$ cat src/rtl/nonce_queue_defs.sv
// Shared definitions for the nonce queue: word width, TX FSM encoding and the
// transmitter busy timeout.
package nonce_queue_defs;

  localparam int unsigned NONCE_W      = 32;
  localparam int unsigned BUSY_TIMEOUT = 4;

  typedef enum logic [1:0] {
    StIdle     = 2'd0,
    StWaitBusy = 2'd1,
    StWaitDone = 2'd2
  } tx_state_e;

  // Add up to 16 new drops to an 8-bit counter, clamping at 255.
  function automatic logic [7:0] sat_add_u8(input logic [7:0] a, input logic [4:0] b);
    logic [8:0] sum;
    sum = {1'b0, a} + {4'b0000, b};
    return (sum > 9'd255) ? 8'hFF : sum[7:0];
  endfunction

endpackage

$ cat src/rtl/nonce_fifo.sv
// Synchronous FIFO with first-word fall-through head. Storage is a plain register
// array without reset so it maps onto distributed RAM.
module nonce_fifo
  import nonce_queue_defs::*;
#(
  parameter int unsigned Width = NONCE_W,
  parameter int unsigned Depth = 8
) (
  input  logic                     clk_i,
  input  logic                     reset_i,
  input  logic                     push_i,
  input  logic [Width-1:0]         wdata_i,
  input  logic                     pop_i,
  output logic [Width-1:0]         rdata_o,
  output logic                     full_o,
  output logic                     empty_o,
  output logic [$clog2(Depth):0]   level_o
);

  localparam int unsigned PtrW = $clog2(Depth);
  localparam int unsigned LvlW = PtrW + 1;

  logic [Width-1:0] mem_q [Depth];
  logic [PtrW-1:0]  wr_ptr_q, wr_ptr_d;
  logic [PtrW-1:0]  rd_ptr_q, rd_ptr_d;
  logic [LvlW-1:0]  level_q, level_d;
  logic             push_ok, pop_ok;

  assign full_o  = (level_q == LvlW'(Depth));
  assign empty_o = (level_q == '0);
  assign level_o = level_q;
  assign rdata_o = mem_q[rd_ptr_q];

  // Guard against overflow/underflow even if the caller misbehaves.
  assign push_ok = push_i && !full_o;
  assign pop_ok  = pop_i && !empty_o;

  // Pointer and occupancy next-state; pointers wrap naturally.
  always_comb begin
    wr_ptr_d = wr_ptr_q;
    rd_ptr_d = rd_ptr_q;
    level_d  = level_q;
    if (push_ok) wr_ptr_d = wr_ptr_q + PtrW'(1);
    if (pop_ok)  rd_ptr_d = rd_ptr_q + PtrW'(1);
    unique case ({push_ok, pop_ok})
      2'b10:   level_d = level_q + LvlW'(1);
      2'b01:   level_d = level_q - LvlW'(1);
      default: level_d = level_q;
    endcase
  end

  // Pointer and occupancy registers.
  always_ff @(posedge clk_i) begin
    if (reset_i) begin
      wr_ptr_q <= '0;
      rd_ptr_q <= '0;
      level_q  <= '0;
    end else begin
      wr_ptr_q <= wr_ptr_d;
      rd_ptr_q <= rd_ptr_d;
      level_q  <= level_d;
    end
  end

  // Storage write port.
  always_ff @(posedge clk_i) begin
    if (push_ok) mem_q[wr_ptr_q] <= wdata_i;
  end

endmodule

$ cat src/rtl/nonce_queue.sv
// Collects golden nonces from all slaves, arbitrates them round-robin into a FIFO
// and feeds the serial transmitter one word per send/busy handshake.
module nonce_queue
  import nonce_queue_defs::*;
#(
  parameter int unsigned SLAVES     = 3,
  parameter int unsigned FIFO_DEPTH = 8
) (
  input  logic                        clk,
  input  logic                        reset,
  input  logic [SLAVES*NONCE_W-1:0]   slave_nonces,
  input  logic [SLAVES-1:0]           new_nonces,
  input  logic                        serial_busy,
  output logic                        serial_send,
  output logic [NONCE_W-1:0]          golden_nonce,
  output logic [$clog2(FIFO_DEPTH):0] fifo_level,
  output logic [7:0]                  drop_count
);

  localparam int unsigned IdxW   = (SLAVES > 1) ? $clog2(SLAVES) : 1;
  localparam int unsigned TimerW = $clog2(BUSY_TIMEOUT + 1);

  // Edge detect and pending slots
  logic [SLAVES-1:0]  prev_q;
  logic [SLAVES-1:0]  rise;
  logic [SLAVES-1:0]  pend_valid_q, pend_valid_d;
  logic [NONCE_W-1:0] pend_data_q [SLAVES];
  logic [NONCE_W-1:0] pend_data_d [SLAVES];
  logic [4:0]         drops;
  logic [7:0]         drop_count_q, drop_count_d;

  // Arbiter
  logic [IdxW-1:0]    last_grant_q, last_grant_d;
  logic [IdxW-1:0]    grant_idx;
  logic               grant_valid;

  // FIFO
  logic               fifo_full, fifo_empty, fifo_pop;
  logic [NONCE_W-1:0] fifo_rdata;

  // TX FSM
  tx_state_e          state_q, state_d;
  logic [TimerW-1:0]  timer_q, timer_d;
  logic               send_q, send_d;
  logic [NONCE_W-1:0] golden_q, golden_d;

  assign rise = new_nonces & ~prev_q;

  // Round-robin pick of one pending slot, starting after the last winner.
  always_comb begin
    int unsigned cand;
    cand        = 0;
    grant_valid = 1'b0;
    grant_idx   = last_grant_q;
    if (!fifo_full) begin
      for (int unsigned k = 1; k <= SLAVES; k++) begin
        cand = (32'(last_grant_q) + k) % SLAVES;
        if (!grant_valid && pend_valid_q[cand]) begin
          grant_valid = 1'b1;
          grant_idx   = IdxW'(cand);
        end
      end
    end
    last_grant_d = grant_valid ? grant_idx : last_grant_q;
  end

  // Pending slot update: capture on rise, drop on collision unless the slot drains now.
  always_comb begin
    logic drain;
    drain        = 1'b0;
    drops        = '0;
    pend_valid_d = pend_valid_q;
    pend_data_d  = pend_data_q;
    for (int i = 0; i < int'(SLAVES); i++) begin
      drain = grant_valid && (grant_idx == IdxW'(i));
      if (rise[i]) begin
        if (pend_valid_q[i] && !drain) begin
          drops = drops + 5'd1;
        end else begin
          pend_valid_d[i] = 1'b1;
          pend_data_d[i]  = slave_nonces[i*NONCE_W +: NONCE_W];
        end
      end else if (drain) begin
        pend_valid_d[i] = 1'b0;
      end
    end
    drop_count_d = sat_add_u8(drop_count_q, drops);
  end

  // Edge detect, pending slots, arbiter pointer and drop counter registers.
  // Edge history loads the live strobes in reset so a held-high strobe is ignored.
  always_ff @(posedge clk) begin
    if (reset) begin
      prev_q       <= new_nonces;
      pend_valid_q <= '0;
      last_grant_q <= IdxW'(SLAVES - 1);
      drop_count_q <= '0;
      for (int i = 0; i < int'(SLAVES); i++) pend_data_q[i] <= '0;
    end else begin
      prev_q       <= new_nonces;
      pend_valid_q <= pend_valid_d;
      last_grant_q <= last_grant_d;
      drop_count_q <= drop_count_d;
      pend_data_q  <= pend_data_d;
    end
  end

  nonce_fifo #(
    .Width (NONCE_W),
    .Depth (FIFO_DEPTH)
  ) u_fifo (
    .clk_i   (clk),
    .reset_i (reset),
    .push_i  (grant_valid),
    .wdata_i (pend_data_q[grant_idx]),
    .pop_i   (fifo_pop),
    .rdata_o (fifo_rdata),
    .full_o  (fifo_full),
    .empty_o (fifo_empty),
    .level_o (fifo_level)
  );

  // TX FSM next-state: send from IDLE, then wait for busy to rise (with timeout) and fall.
  always_comb begin
    state_d  = state_q;
    timer_d  = timer_q;
    send_d   = 1'b0;
    golden_d = golden_q;
    fifo_pop = 1'b0;
    case (state_q)
      StIdle: begin
        if (!fifo_empty && !serial_busy) begin
          fifo_pop = 1'b1;
          golden_d = fifo_rdata;
          send_d   = 1'b1;
          timer_d  = '0;
          state_d  = StWaitBusy;
        end
      end
      StWaitBusy: begin
        if (serial_busy) begin
          state_d = StWaitDone;
        end else if (timer_q == TimerW'(BUSY_TIMEOUT)) begin
          // Transmitter never acknowledged; treat the word as sent.
          state_d = StIdle;
        end else begin
          timer_d = timer_q + TimerW'(1);
        end
      end
      StWaitDone: begin
        if (!serial_busy) state_d = StIdle;
      end
      default: state_d = StIdle;
    endcase
  end

  // TX FSM and output registers.
  always_ff @(posedge clk) begin
    if (reset) begin
      state_q  <= StIdle;
      timer_q  <= '0;
      send_q   <= 1'b0;
      golden_q <= '0;
    end else begin
      state_q  <= state_d;
      timer_q  <= timer_d;
      send_q   <= send_d;
      golden_q <= golden_d;
    end
  end

  assign serial_send  = send_q;
  assign golden_nonce = golden_q;
  assign drop_count   = drop_count_q;

endmodule
$ cat config.mk
export PLATFORM = sky130hd
export DESIGN_NAME = nonce_queue
export DESIGN_NICKNAME = d
export VERILOG_FILES = /design/src/rtl/nonce_queue_defs.sv /design/src/rtl/nonce_fifo.sv /design/src/rtl/nonce_queue.sv
export SDC_FILE = /design/constraint.sdc
export NUM_CORES = 1
export LEC_CHECK = 0
export ABC_AREA = 1
export BUFFER_PORTS_ARGS = -buffer_cell sky130_fd_sc_hd__clkbuf_2
export CAP_MARGIN = 20
export CORE_AREA = 2 2 172 174
export DETAILED_ROUTE_END_ITERATION = 12
export DIE_AREA = 0 0 174 176
export PLACE_DENSITY = 0.78
export REMOVE_ABC_BUFFERS = 1
export SETUP_SLACK_MARGIN = 0.4
export SYNTH_ARGS = -nofsm -noshare
export SYNTH_HDL_FRONTEND = slang
export SYNTH_SLANG_ARGS = --single-unit
$ cat constraint.sdc
create_clock -name clk -period 6.3 [get_ports clk]
set_input_delay 0.945 -clock clk [delete_from_list [all_inputs] [get_ports clk]]
set_output_delay 0.945 -clock clk [all_outputs]
set_load 0.005 [all_outputs]
# ---- Word-level counts from Yosys, hierarchy flattened
# Memories as Yosys holds them, arrays and structs flattened. A register that Yosys moved wholly into a read port is not among the register bits.
# Cells that the tools add are included.
dict set report totals {
  register_bits 128
  latchBits 0
  ram_bits 256
  mem_bits_ro 0
  in_bits 102
  output_inout_bits 45
  wordCells 142
  mem_count 1
}
dict set report op_classes {
  addsub 11
  n_mul 0
  div_mod_pow 3
  n_lt_le_gt_ge 5
  n_eq_ne 16
  shifts 0
  mux 49
  bitwise 6
  n_reduce_logical 36
}
# memory words width rd rd_clocked_by_memory_dff write_ports line_no
set memory_table {}
lappend memory_table {u_fifo.mem_q 8 32 1 1 1 nonce_fifo.sv:23} ;# logic [Width-1:0] mem_q [Depth];
# cell n
set ops {}
lappend ops {{< comparator 32 x 3 -> 1 bit, second input constant} 3}
lappend ops {{remainder unit 32 x 2 -> 32 bit, second input constant} 3}
lappend ops {{binary-select mux 32 bit (select 2 bit)} 1}
lappend ops {{two-way mux 32 bit} 2}
lappend ops {{two-way mux 1 bit} 24}
lappend ops {{two-way mux 5 bit} 4}
lappend ops {{two-way mux 2 bit} 8}
lappend ops {{inequality test 2 bit, second input constant} 7}
lappend ops {{AND reduction 2 bit} 7}
lappend ops {{logical AND 1 bit} 11}
lappend ops {{adder 5 x 1 -> 5 bit, second input constant} 2}
lappend ops {{nonzero test 2 bit} 5}
lappend ops {{adder 3 x 1 -> 3 bit, second input constant} 3}
lappend ops {{adder 8 x 5 -> 9 bit} 1}
lappend ops {{greater-than comparator 9 x 8 -> 1 bit, second input constant} 1}
lappend ops {{two-way mux 3 bit} 3}
lappend ops {{logical NOT 1 bit} 8}
lappend ops {{two-way mux 8 bit} 1}
lappend ops {{one-hot mux 4 bit (2 select lines)} 1}
lappend ops {{adder 2 x 2 -> 3 bit, second input constant} 2}
lappend ops {{binary-select mux 1 bit (select 2 bit)} 3}
lappend ops {{== test 2 x 1 -> 1 bit, second input constant} 3}
lappend ops {{== test 2 bit, second input constant} 3}
lappend ops {{one-hot mux 2 bit (3 select lines)} 1}
lappend ops {{other kinds (16)} 19}

# ---- Depth between registers and ports, before layout
# Gate-level depths: netlist of the first run.
dict set report depth {
  ltp_word 29
  ltp_mapped 31
  mapped_depth_nobuf 31
}

# ---- By module
# Synthesis of the first run repeated with hierarchy kept, for this count alone.
dict set report unflattened {
  hier_cells 1668
  hier_area_um2 17142.7
}
# mod instances cells_each area_per_inst_um2 seq_area_each_um2
set by_module_without_submodules {}
lappend by_module_without_submodules {nonce_fifo 1 816 10630.2 7947.6}
lappend by_module_without_submodules {nonce_queue 1 852 6512.5 3002.9}

# ---- Worst setup path after synthesis of the first run
# Ideal clock, no wire load.
dict set report synth_path {
  path_kind {register -> register}
  start {register last_grant_q[0]}
  end {register drop_count_q[5] (netlist: drop_count[5])}
  setup_ns 0.065
  t_arrival_ns 3.606
  required_ns 6.235
  setup_slack_ns 2.629
  stages_incl_launch_ff 29
  n_path_buf 0
  synth_period_minus_slack_ns 3.671
  path_cell_list {dfxtp_1 > inv_1 > ha_1 > inv_2 > nand2_2 > nand3_2 > nand2_2 > nand4_2 > nand2_2 > inv_2 > nand3_1 > nand2_1 > nor2_1 > nand3_1 > nand2_1 > inv_1 > ha_1 > nand2_1 > o21a_1 > fa_1 > nor2_1 > o21ai_0 > nor2_1 > nand2_1 > nor2_1 > nand2_1 > o21ai_0 > a21oi_1 > nor2_1}
}
dict set report synth_via {
  elab_chain_cells 29
  word_cells_on_any_way 49
  classes_between {6 x add/sub; 3 x div; 1 x order compare; 2 x eq/ne; 23 x mux; 14 x reduce/logical}
}
# item line_no
set synth_lines {}
lappend synth_lines {{start, declared} nonce_queue.sv:33} ;# logic [IdxW-1:0] last_grant_q, last_grant_d;
lappend synth_lines {{start signal, assigned} nonce_queue.sv:96} ;# last_grant_q <= IdxW'(SLAVES - 1);
lappend synth_lines {{start signal, assigned} nonce_queue.sv:102} ;# last_grant_q <= last_grant_d;
lappend synth_lines {{adder 2 x 1 -> 3 bit} nonce_queue.sv:57} ;# cand = (32'(last_grant_q) + k) % SLAVES;
lappend synth_lines {{remainder unit 32 x 2 -> 32 bit} nonce_queue.sv:57}
lappend synth_lines {{binary-select mux 1 bit (select 2 bit)} nonce_queue.sv:58} ;# if (!grant_valid && pend_valid_q[cand]) begin
lappend synth_lines {{two-way mux 1 bit (implied by the code)} nonce_queue.sv:58}
lappend synth_lines {{two-way mux 1 bit} nonce_queue.sv:58}
lappend synth_lines {{two-way mux 1 bit} nonce_queue.sv:55} ;# if (!fifo_full) begin
lappend synth_lines {{logical NOT 1 bit} nonce_queue.sv:58}
lappend synth_lines {{logical AND 1 bit} nonce_queue.sv:58}
lappend synth_lines {{(+13 left out)} -}
lappend synth_lines {{two-way mux 5 bit} nonce_queue.sv:77} ;# if (pend_valid_q[i] && !drain) begin
lappend synth_lines {{two-way mux 5 bit} nonce_queue.sv:76} ;# if (rise[i]) begin
lappend synth_lines {{adder 5 x 1 -> 5 bit} nonce_queue.sv:78} ;# drops = drops + 5'd1;
lappend synth_lines {{two-way mux 5 bit} nonce_queue.sv:77}
lappend synth_lines {{two-way mux 5 bit (*)} nonce_queue.sv:76}
lappend synth_lines {{adder 8 x 5 -> 9 bit (*)} nonce_queue_defs.sv:17} ;# sum = {1'b0, a} + {4'b0000, b};
lappend synth_lines {{greater-than comparator 9 x 8 -> 1 bit} nonce_queue_defs.sv:18} ;# return (sum > 9'd255) ? 8'hFF : sum[7:0];
lappend synth_lines {{two-way mux 8 bit (*)} nonce_queue_defs.sv:18}
lappend synth_lines {{end signal, assigned} nonce_queue.sv:103} ;# drop_count_q <= drop_count_d;
lappend synth_lines {{end, declared} nonce_queue.sv:30} ;# logic [7:0] drop_count_q, drop_count_d;
# Mark *: on every way between the ends. The rest lies on a longest branch, timed or not. The select of a mux whose other input is x is not followed.
# A chain may end at the register's enable or synchronous reset.

# ---- Final worst setup path of the first run
# Ends and elaborated chain as after synthesis.

==> flow_summary.yaml, run 1 <==
outcome:
  status: "completed"
finish:
  design_area_sq_um: 19050
  nNetsFinal: 1835
  fill_cells: 2180
  drive_above_1_share_pct: 15.62
  multiInputGateArea_sq_um: 5169
  seq_area_sq_um: 10900
  postLayoutCoreUtil_pct: 66.73
  area_growth_pct: 14.18
  fin_cells: 2132
  insertedDiodeCount: 0
place:
  place_area_sq_um: 17680
  gp_congestion: 0.8721
  dp_cells: 2056
  port_buffers: 146
  pre_cts_ws_ns: 1.568
  dpl.hpwl_microns: 24000
synthesis:
  synth_area_per_cell_sq_um: 10.34
  netlist_instances: 1613
  ys_seq_area_share_pct: 65.27
  synth-compound-area-share_pct: 13.34
  syn_area_sq_um: 16680
  synth_seq_cells: 416
  synth-adder-area-share_pct: 1.365
  yosys.area_share.xor_xnor_pct: 0.2100
  synth_cell_type_count: 34
  ys_warn_count: 0
  synth_top_family_by_area: "simple AND/OR/NAND/NOR gates"
  synthSimpleGateAreaFrac_pct: 15.61
  synthMuxAreaShare_pct: 0
floorplan:
  rows: 62
  core_area_sq_um: 28550
  initial_core_util_pct: 58.45
  io-pin-count: 147
  chipWidth_microns: 174
  die_h_microns: 176
  die_area_sq_um: 30620
timing:
  fin_crit_sh_pct: 77.62
  slew_violations: 0
  fin_crit_ns: 4.890
  clock_skew_ns: 0.01099
  setup_viol: 0
  fmax_mhz: 204.5
  rsz0062_at_grt: "no"
  tightest_slew_ns: 1.041
  setup_ws_ns: 1.410
  relSlewSlack_pct: 29.89
  tns_ns: 0
  hold_violations: 0
  whs_ns: 0.4591
global_routing:
  grt_pass1_wl_microns: 68450
  overflow: 0
  grt_pass1_vias: 13099
  track_usage_pct: 28.39
  antenna_found_initial: 0
  grt_max_degree: 78
drt:
  drc: 0
  ant_nets: 0
  dr.pass1.iters: 6
  viasPerCell: 6.115
  drt-initial-drc-count: 1485
  num_vias: 13038
  wirelength_microns: 43440
  wl_per_cell_microns: 20.38
cts:
  clockBufferDepth: 3
  numCtsBuffers: 42
  tritoncts: "done"
  clkLatencyLatePin_ns: 0.53
  cts_hold_buf: 0
  cts.sinks: 416
  post_cts_resized: 0
  postCtsSetupBuffers: 0
  cts_root_buf: "clkbuf_16"
  h-tree-depth: 2
  clk_pin_slew_ns: 0.06
power_and_ir_drop:
  p_per_area_nw_per_um2: 515.1
  ir_drop_mv: 0.4391
  power_leakage_nw: 7.129
  power_mw: 9.814
min_path:
  hold_class: "flop to flop"
critical_path:
  cpMaxStageDelayCell: "nor2_4"
  crit_top_cell: "nand2_1"
  critPathArrivalTime_ns: 5.36
  critPathKind: "flop to flop"
  cp_max_fo: 34
  cp-start-kind: "flop"
  max_stage_delay_ns: 0.68
  required_ns: 6.77
  worstSetupEndpointType: "flop"
job:
  maxCapViolations: 0
area by class of cell:
cell class / instances / area share, %
timing repair buffer: 168 / 4.834
clock buffer: 51 / 5.911
inverter: 57 / 1.136
sequential: 416 / 57.20
tap: 384 / 2.522
multi-input combinational: 1031 / 27.13
clock inverter: 25 / 1.268
layer usage:
layer / track usage [%] / part of all wire, % / routed length [microns]
met2: 47.99 / 48 / 20930
met1: 36.95 / 39 / 16950
met3: 4.307 / 9.5 / 4137
met5: 0 / 0 / 0
met4: 11.94 / 3.3 / 1431
worst paths after layout:
path | from | slack (ns) | cells past startpoint | endpoint
setup / recovery | last_grant_q[0]$_SDFFE_PP0P_ | 1.41 | 27 | drop_count[5]$_SDFF_PP0_
hold / removal | pend_data_q[80]$_SDFFE_PP0P_ | 0.46 | 2 | pend_data_q[80]$_SDFFE_PP0P_
setup reg to reg | last_grant_q[0]$_SDFFE_PP0P_ | 1.41 | 27 | drop_count[5]$_SDFF_PP0_
hold reg to reg | pend_data_q[80]$_SDFFE_PP0P_ | 0.46 | 2 | pend_data_q[80]$_SDFFE_PP0P_
synth_stat cells (all sizes together):
library cell | n | area share (%)
a211oi | 3 | 0.13
a21oi | 54 | 1.6
and3 | 1 | 0.038
buf | 25 | 1.0
clkbuf | 84 | 1.9
dfxtp | 160 | 19
edfxtp | 256 | 46
fa | 2 | 0.24
ha | 15 | 1.1
inv | 57 | 1.3
nand2 | 131 | 3.2
nand3 | 152 | 4.7
nand4 | 4 | 0.19
nor2 | 325 | 7.4
nor3 | 4 | 0.12
o21a | 1 | 0.045
o21ai | 269 | 8.1
o21bai | 2 | 0.11
o221ai | 64 | 3.4
xnor2 | 2 | 0.11
xor2 | 2 | 0.11
power by group:
part	internal (mW)	switching, mW	total, mW
clock network	1.44	1.02	2.46
logic	0.749	2.37	3.12
registers	4.02	0.214	4.23
flip-flops by register name, indices dropped and copies added (netlist names):
register and count:
u_fifo.mem_q 256, state_q 2, timer_q 3, drop_count 8, last_grant_q 2, prev_q 3, u_fifo.rd_ptr_q 3, u_fifo.level_o 4
pend_valid_q 3, golden_nonce 32, serial_send 1, u_fifo.wr_ptr_q 3, pend_data_q 96
kinds of logic after synthesis:
family          Yosys count
fa+ha+maj                17
xor+xnor                  4
flops                   416
compound gates          393
simple gates            617
buf+inv                 166
layout by cell type (no fill, tap or decap), types with 4 or more instances in the layout:
master      instances
o221ai_1           64
ha_1               15
clkinv_2           10
clkinvlp_4          6
edfxtp_1          256
buf_4              20
nand2_1           120
a21oi_1            54
nand2_2             8
o21ai_1            24
dfxtp_1           157
nor2_1            313
nor2_4             11
clkbuf_1            6
bufinv_16           4
clkbuf_2          146
nor3_1              4
o21ai_0           245
clkinv_1            5
inv_1              48
inv_2               7
nand3_1           149
clkbuf_16          43
worst max-delay path: cells and delay by family (launching register included):
kind	cells	cell delay [ns]
compound gates	5	0.70
fa+ha+maj	3	1.11
buf+inv	2	0.14
flops	1	0.39
simple gates	17	2.46
No activity file was read; power rests on OpenSTA's default activity.
==> run 2: changes to the inputs <==
==> constraint.sdc (replaced) <==
create_clock -name clk -period 4.55 [get_ports clk]
set_input_delay 0.6825 -clock clk [delete_from_list [all_inputs] [get_ports clk]]
set_output_delay 0.6825 -clock clk [all_outputs]
set_load 0.005 [all_outputs]
==> run 2 against run 1 <==
  * Fmax grew 24%
  * Utilization grew 0.58 points
  * Largest cell class unchanged
  * Critical path type unchanged
  * Die area is the same
  * Hold slack lost 0.19 ns
==> flow_summary.yaml, run 2 (synthesized netlist as in run 1, its figures left out) <==
power_and_ir_drop:
  power_mw: 13.76
  p_per_area_nw_per_um2: 716.1
  power_leakage_nw: 7.222
  ir_drop_mv: 0.7091
finish:
  design_area_sq_um: 19220
  drive_above_1_share_pct: 16.48
  final_common_cell: "nor2_1"
  nNetsFinal: 1845
  layout_common_cells: "nor2_1 (311), edfxtp_1 (256), o21ai_0 (243)"
  regMostFlops: "u_fifo.mem_q"
  largest_reg_flops: 256
  insertedDiodeCount: 0
  area_growth_pct: 15.18
critical_path:
  cp-start-kind: "flop"
  reg2regPathDepth: 30
  reg2reg_slack_ns: 0.61
  reg2reg_from: "last_grant_q[0]$_SDFFE_PP0P_"
  critPathArrivalTime_ns: 4.40
  cp_max_fo: 8
  cpMaxStageDelayCell: "fa_2"
  crit_family: "simple AND/OR/NAND/NOR gates"
  rr_endpoint: "drop_count[5]$_SDFF_PP0_"
  critPathKind: "flop to flop"
  required_ns: 5.01
  cp.buffers_inverters: 3
  worstSetupEndpointType: "flop"
  crit_top_cell: "nand2_1"
  max_stage_delay_ns: 0.37
timing:
  slew_violations: 0
  relSlewSlack_pct: 23.75
  setup_viol: 0
  hold_violations: 0
  rsz0062_at_grt: "no"
  fmax_mhz: 254.0
  tightest_slew_ns: 1.132
  whs_ns: 0.2720
  fin_crit_sh_pct: 86.52
  fin_crit_ns: 3.937
  clock_skew_ns: 0.01316
min_path:
  hp-start: "new_nonces[2]"
  whs_path_depth: 1
  hold_class: "primary input to flop"
  worst_hold_path.endpoint: "prev_q[2]$_DFF_P_"
cts:
  clk_pin_slew_ns: 0.06
  numCtsBuffers: 42
  cts.sinks: 416
  clkLatencyLatePin_ns: 0.53
  h-tree-depth: 2
  clockBufferDepth: 3
  cts_root_buf: "clkbuf_16"
  cts_hold_buf: 0
  tritoncts: "done"
floorplan:
  core_area_sq_um: 28550
  initial_core_util_pct: 58.45
  chipWidth_microns: 174
  rows: 62
  die_area_sq_um: 30620
  io-pin-count: 147
  die_h_microns: 176
drt:
  viasPerCell: 6.029
  drc: 0
  wirelength_microns: 43450
  dr_wl_met3_microns: 4319
  ant_nets: 0
  highest_layer: "met5"
  met2WireLength_microns: 20920
  dr.pass1.iters: 6
  drt-initial-drc-count: 1497
  num_vias: 12926
  wl_met1_microns: 16940
  wl_per_cell_microns: 20.27
outcome:
  status: "completed"
place:
  port_buffers: 146
  dpl.hpwl_microns: 24650
  gp_congestion: 0.8879
  place_area_sq_um: 17750
job:
  maxCapViolations: 0
global_routing:
  grt_pass1_wl_microns: 67090
  grt_max_degree: 78
  grt_pass1_vias: 12641
  overflow: 0
  antenna_found_initial: 0
  track_usage_pct: 28.05
## run 2: area by class of cell
type | instances | area, sq um
flip-flops and latches | 416 | 10900
fillers | 2167 | 9330
multi-input cells | 1031 | 5228
clock buffers | 65 | 1265
repair buffers | 178 | 991.0
well taps | 384 | 480.5
inverters | 57 | 216.5
clock inverters | 13 | 137.6
## run 2: through the flow
| step | setup slack [ns] | instances | setup TNS [ns] | util, % |
|---|---|---|---|---|
| 6_report | 0.6134 | 2144 | 0 | 67.32 |
| 5_1_grt | 0.2815 | 2144 | 0 | 67.32 |
| 4_1_cts | 0.4207 | 2143 | 0 | 67.13 |
| 3_5_place_dp | 0.3493 | 2065 | 0 | 62.16 |
| 3_3_place_gp | 0.5872 | 2064 | 0 | 62.07 |
| 2_1_floorplan | -0.4286 | 1504 | -13.82 | - |
## run 2: per-layer routing
layer	global-route usage [%]	vias to the layer above
li1	-	5918
met4	10.05	2
met1	36.97	6138
met3	4.673	109
met2	47.16	759
met5	2.244	-
## run 2: worst max-delay path by stage
stage	from	end	slack [ns]	cells after the start
floorplan	u_fifo.rd_ptr_q[0]$_SDFFE_PP0P_	golden_nonce[0]$_SDFFE_PP0P_	-0.43	5
global placement	last_grant_q[0]$_SDFFE_PP0P_	drop_count[5]$_SDFF_PP0_	0.59	28
detailed placement	last_grant_q[0]$_SDFFE_PP0P_	drop_count[5]$_SDFF_PP0_	0.35	28
CTS	last_grant_q[0]$_SDFFE_PP0P_	drop_count[5]$_SDFF_PP0_	0.42	28
global route	last_grant_q[0]$_SDFFE_PP0P_	drop_count[5]$_SDFF_PP0_	0.28	30
finish	last_grant_q[0]$_SDFFE_PP0P_	drop_count[5]$_SDFF_PP0_	0.61	30
## run 2: worst reg2reg max path, delay by kind of cell, from the launching register on
family | cells | cell delay, ns
AOI/OAI and AO/OA | 4 | 0.38
buffers and inverters | 3 | 0.20
and+or+nand+nor | 20 | 2.00
adders and majority gates | 3 | 0.95
DFF | 1 | 0.35
## run 2: where the power goes
group	internal (mW)	leakage (nW)	total [mW]	switching, mW
Combinational	1.10	2.84	4.48	3.39
Clock	2.09	0.690	3.47	1.39
Sequential	5.57	3.69	5.80	0.237
Total	8.75	7.22	13.8	5.01
## run 2: timing repair
action	CTS	global route
endpoints found under the setup margin	4	8
hold endpoints to repair	0	0
resized for setup	4	14
buffers inserted	0	1
pin swaps	0	6
gates cloned	0	0
==> run 3: changes to the inputs <==
--- a/config.mk
+++ b/config.mk
@@ -5,12 +5,11 @@
 export SDC_FILE = /design/constraint.sdc
 export NUM_CORES = 1
 export LEC_CHECK = 0
-export ABC_AREA = 1
 export BUFFER_PORTS_ARGS = -buffer_cell sky130_fd_sc_hd__clkbuf_2
 export CAP_MARGIN = 20
-export CORE_AREA = 2 2 172 174
+export CORE_AREA = 2 2 173 175
 export DETAILED_ROUTE_END_ITERATION = 12
-export DIE_AREA = 0 0 174 176
+export DIE_AREA = 0 0 175 177
 export PLACE_DENSITY = 0.78
 export REMOVE_ABC_BUFFERS = 1
 export SETUP_SLACK_MARGIN = 0.4
==> run 3 against run 2 <==
  * Combinational power decreased by 26%
  * Routed wire length decreased by 18%
  * Utilization decreased by 0.16 points
  * Clock skew increased by 0.0041 ns
  * Via count decreased by 24%
  * Register-to-register slack got worse by 0.06 ns
  * Total power decreased by 12%
  * Critical path depth decreased by 14
  * Sequential share of layout area decreased by 1.2 points
  * Hold slack improved by 0.0067 ns
  * Fmax decreased by 1.4%
==> flow_summary.yaml, run 3 <==
synthesis:
  synth_top_area_cell: "edfxtp_1"
  synth_edf_count: 256
  ys_warn_count: 0
  ys.flop_type: "edfxtp_1"
  synthArstFlopShare_pct: 0
  syn_area_sq_um: 16900
  netlist_instances: 1122
  synth_cell_type_count: 59
  synth_area_leaders: "edfxtp_1 (45%), dfxtp_1 (19%), mux2i_1 (9.7%)"
  synth_seq_cells: 416
  ys_seq_area_share_pct: 64.42
  synth_commonest_cells: "edfxtp_1 (256), mux2i_1 (163), dfxtp_1 (160)"
  post-synth-top-count-cell: "edfxtp_1"
  synth_area_per_cell_sq_um: 15.07
  synth_top_area_share_pct: 45.47
finish:
  final_common_cell: "edfxtp_1"
  postLayoutCoreUtil_pct: 67.15
  largest_reg_flops: 256
  nNetsFinal: 1383
  layout_common_cells: "edfxtp_1 (256), mux2i_1 (163), dfxtp_1 (155)"
  insertedDiodeCount: 0
  area_growth_pct: 16.17
  regMostFlops: "u_fifo.mem_q"
  fill_cells: 1969
  drive_above_1_share_pct: 26.10
min_path:
  hold_class: "primary input to flop"
  worst_hold_path.endpoint: "prev_q[2]$_DFF_P_"
  hp-start: "new_nonces[2]"
  whs_path_depth: 1
power_and_ir_drop:
  power_leakage_nw: 7.171
  power_mw: 12.08
  ir_drop_mv: 0.4603
  p_per_area_nw_per_um2: 615.0
critical_path:
  max_stage_delay_ns: 0.58
  crit_top_cell: "ha_1"
  cp-start-kind: "flop"
  rr_endpoint: "drop_count[7]$_SDFF_PP0_"
  reg2reg_from: "last_grant_q[0]$_SDFFE_PP0P_"
  required_ns: 4.94
  critPathKind: "flop to flop"
  path_cells: "inv_1, ha_1, nor2b_1, o21a_1, or4_4, and4bb_2, o211a_1, ha_1, mux2_2, ha_1, a21o_1, a21oi_2, nor2b_1, nand4_1, mux2i_1, nor2_1"
  critPathLaunch: "last_grant_q[0]$_SDFFE_PP0P_"
  critPathArrivalTime_ns: 4.38
  cpMaxStageDelayCell: "or4_4"
  worstSetupEndpointType: "flop"
  cp_max_fo: 7
  reg2reg_slack_ns: 0.56
  reg2regPathDepth: 16
global_routing:
  antenna_found_initial: 0
  grt_pass1_wl_microns: 56030
  track_usage_pct: 23.42
  overflow: 0
  grt_max_degree: 111
  grt_pass1_vias: 10137
timing:
  clock_skew_ns: 0.01726
  relSlewSlack_pct: 35.00
  slew_violations: 0
  tns_ns: 0
  hold_violations: 0
  fmax_mhz: 250.5
  rsz0062_at_grt: "no"
  tightest_slew_ns: 0.9750
  fin_crit_ns: 3.992
  setup_viol: 0
  fin_crit_sh_pct: 87.74
cts:
  cts.sinks: 416
  cts_root_buf: "clkbuf_16"
  clkLatencyLatePin_ns: 0.53
  tritoncts: "done"
  postCtsSetupBuffers: 0
  clockBufferDepth: 3
  clk_pin_slew_ns: 0.06
  cts_hold_buf: 0
  numCtsBuffers: 41
  h-tree-depth: 2
floorplan:
  initial_core_util_pct: 57.81
  chipWidth_microns: 175
  die_area_sq_um: 30980
  io-pin-count: 147
  rows: 63
  die_h_microns: 177
  core_area_sq_um: 29240
place:
  port_buffers: 146
  dpl.hpwl_microns: 20400
  gp_congestion: 0.8120
drt:
  num_vias: 9809
  drt-initial-drc-count: 669
  viasPerCell: 5.821
  drc: 0
  ant_nets: 0
  dr.pass1.iters: 5
  wirelength_microns: 35810
  wl_per_cell_microns: 21.25
outcome:
  status: "completed"
job:
  maxCapViolations: 0
[run 3: cell types whose count changed after synthesis, sizes merged, moves of 70 or more]
cell    previous run  this run
mux2i              0       163
nor2             325       120
nand3            152         2
nand2            131        17
nand2b             0        70
o21ai            269         8
[run 3: power breakdown]
part           switching [mW]  internal (mW)
Combinational            1.97           1.35
Sequential              0.320           4.77
Clock                    1.39           2.28
[run 3: kinds of logic (layout without fill, tap and decap cells)]
logic type	count (synthesis)	in the layout	share of synthesized area [%]
and+or+nand+nor	245	245	7.238
buffers and inverters	85	258	2.457
AOI/OAI and AO/OA	115	115	5.373
muxes	228	228	18.24
xor gates and xnor gates	16	16	0.9178
DFF	416	416	64.42
adders and majority gates	17	17	1.347
[run 3: worst max path at each step]
| stage | to | slack, ns | depth (start not counted) |
|---|---|---|---|
| after floorplan | drop_count[7]$_SDFF_PP0_ | -0.02 | 17 |
| after global placement | drop_count[7]$_SDFF_PP0_ | 0.56 | 16 |
| after detailed placement | drop_count[7]$_SDFF_PP0_ | 0.44 | 16 |
| after CTS | drop_count[7]$_SDFF_PP0_ | 0.40 | 16 |
| after global routing | drop_count[7]$_SDFF_PP0_ | 0.39 | 16 |
| final | drop_count[7]$_SDFF_PP0_ | 0.56 | 16 |
[run 3: metal layers]
| layer | wire, microns | GRT usage, % | vias to the layer above |
|---|---|---|---|
| met3 | 2542 | 4.532 | 57 |
| met1 | 14530 | 30.57 | 4894 |
| li1 | - | - | 4511 |
| met4 | 747 | 6.701 | 0 |
| met2 | 17990 | 40.28 | 347 |
| met5 | 0 | 0 | - |
[run 3: layout make-up]
| cell class | count | area, sq um | share of cell area (%) |
|---|---|---|---|
| clock buffer | 50 | 1131 | 5.759 |
| clock inverter | 24 | 355.3 | 1.809 |
| inverter | 16 | 60.06 | 0.3058 |
| multi-input combinational | 621 | 5720 | 29.13 |
| sequential | 416 | 10900 | 55.51 |
| tap | 390 | 488.0 | 2.485 |
| timing repair buffer | 168 | 982.2 | 5.001 |
[run 3: stage by stage]
stage	hold slack, ns	instances	area (sq um)	setup WS (ns)
floorplan	0.4477	1053	16550	-0.02202
detailed placement	0.4600	1609	18070	0.4402
global route	0.2692	1685	19640	0.3945
global placement	0.4583	1609	18070	0.5569
finish	0.2787	1685	19640	0.5579
CTS	0.2664	1683	19560	0.4021
[run 3: what timing repair did]
action | CTS | global route
hold endpoints to repair | 0 | 0
gates resized for setup | 0 | 12
setup endpoints to repair | 0 | 8
[run 3: worst max-delay path: cells and delay by family (launching register included)]
family | cells | cell delay (ns)
fa+ha+maj | 3 | 0.91
flops | 1 | 0.35
mux | 2 | 0.46
compound gates | 4 | 0.75
buf+inv | 1 | 0.10
simple gates | 6 | 1.29
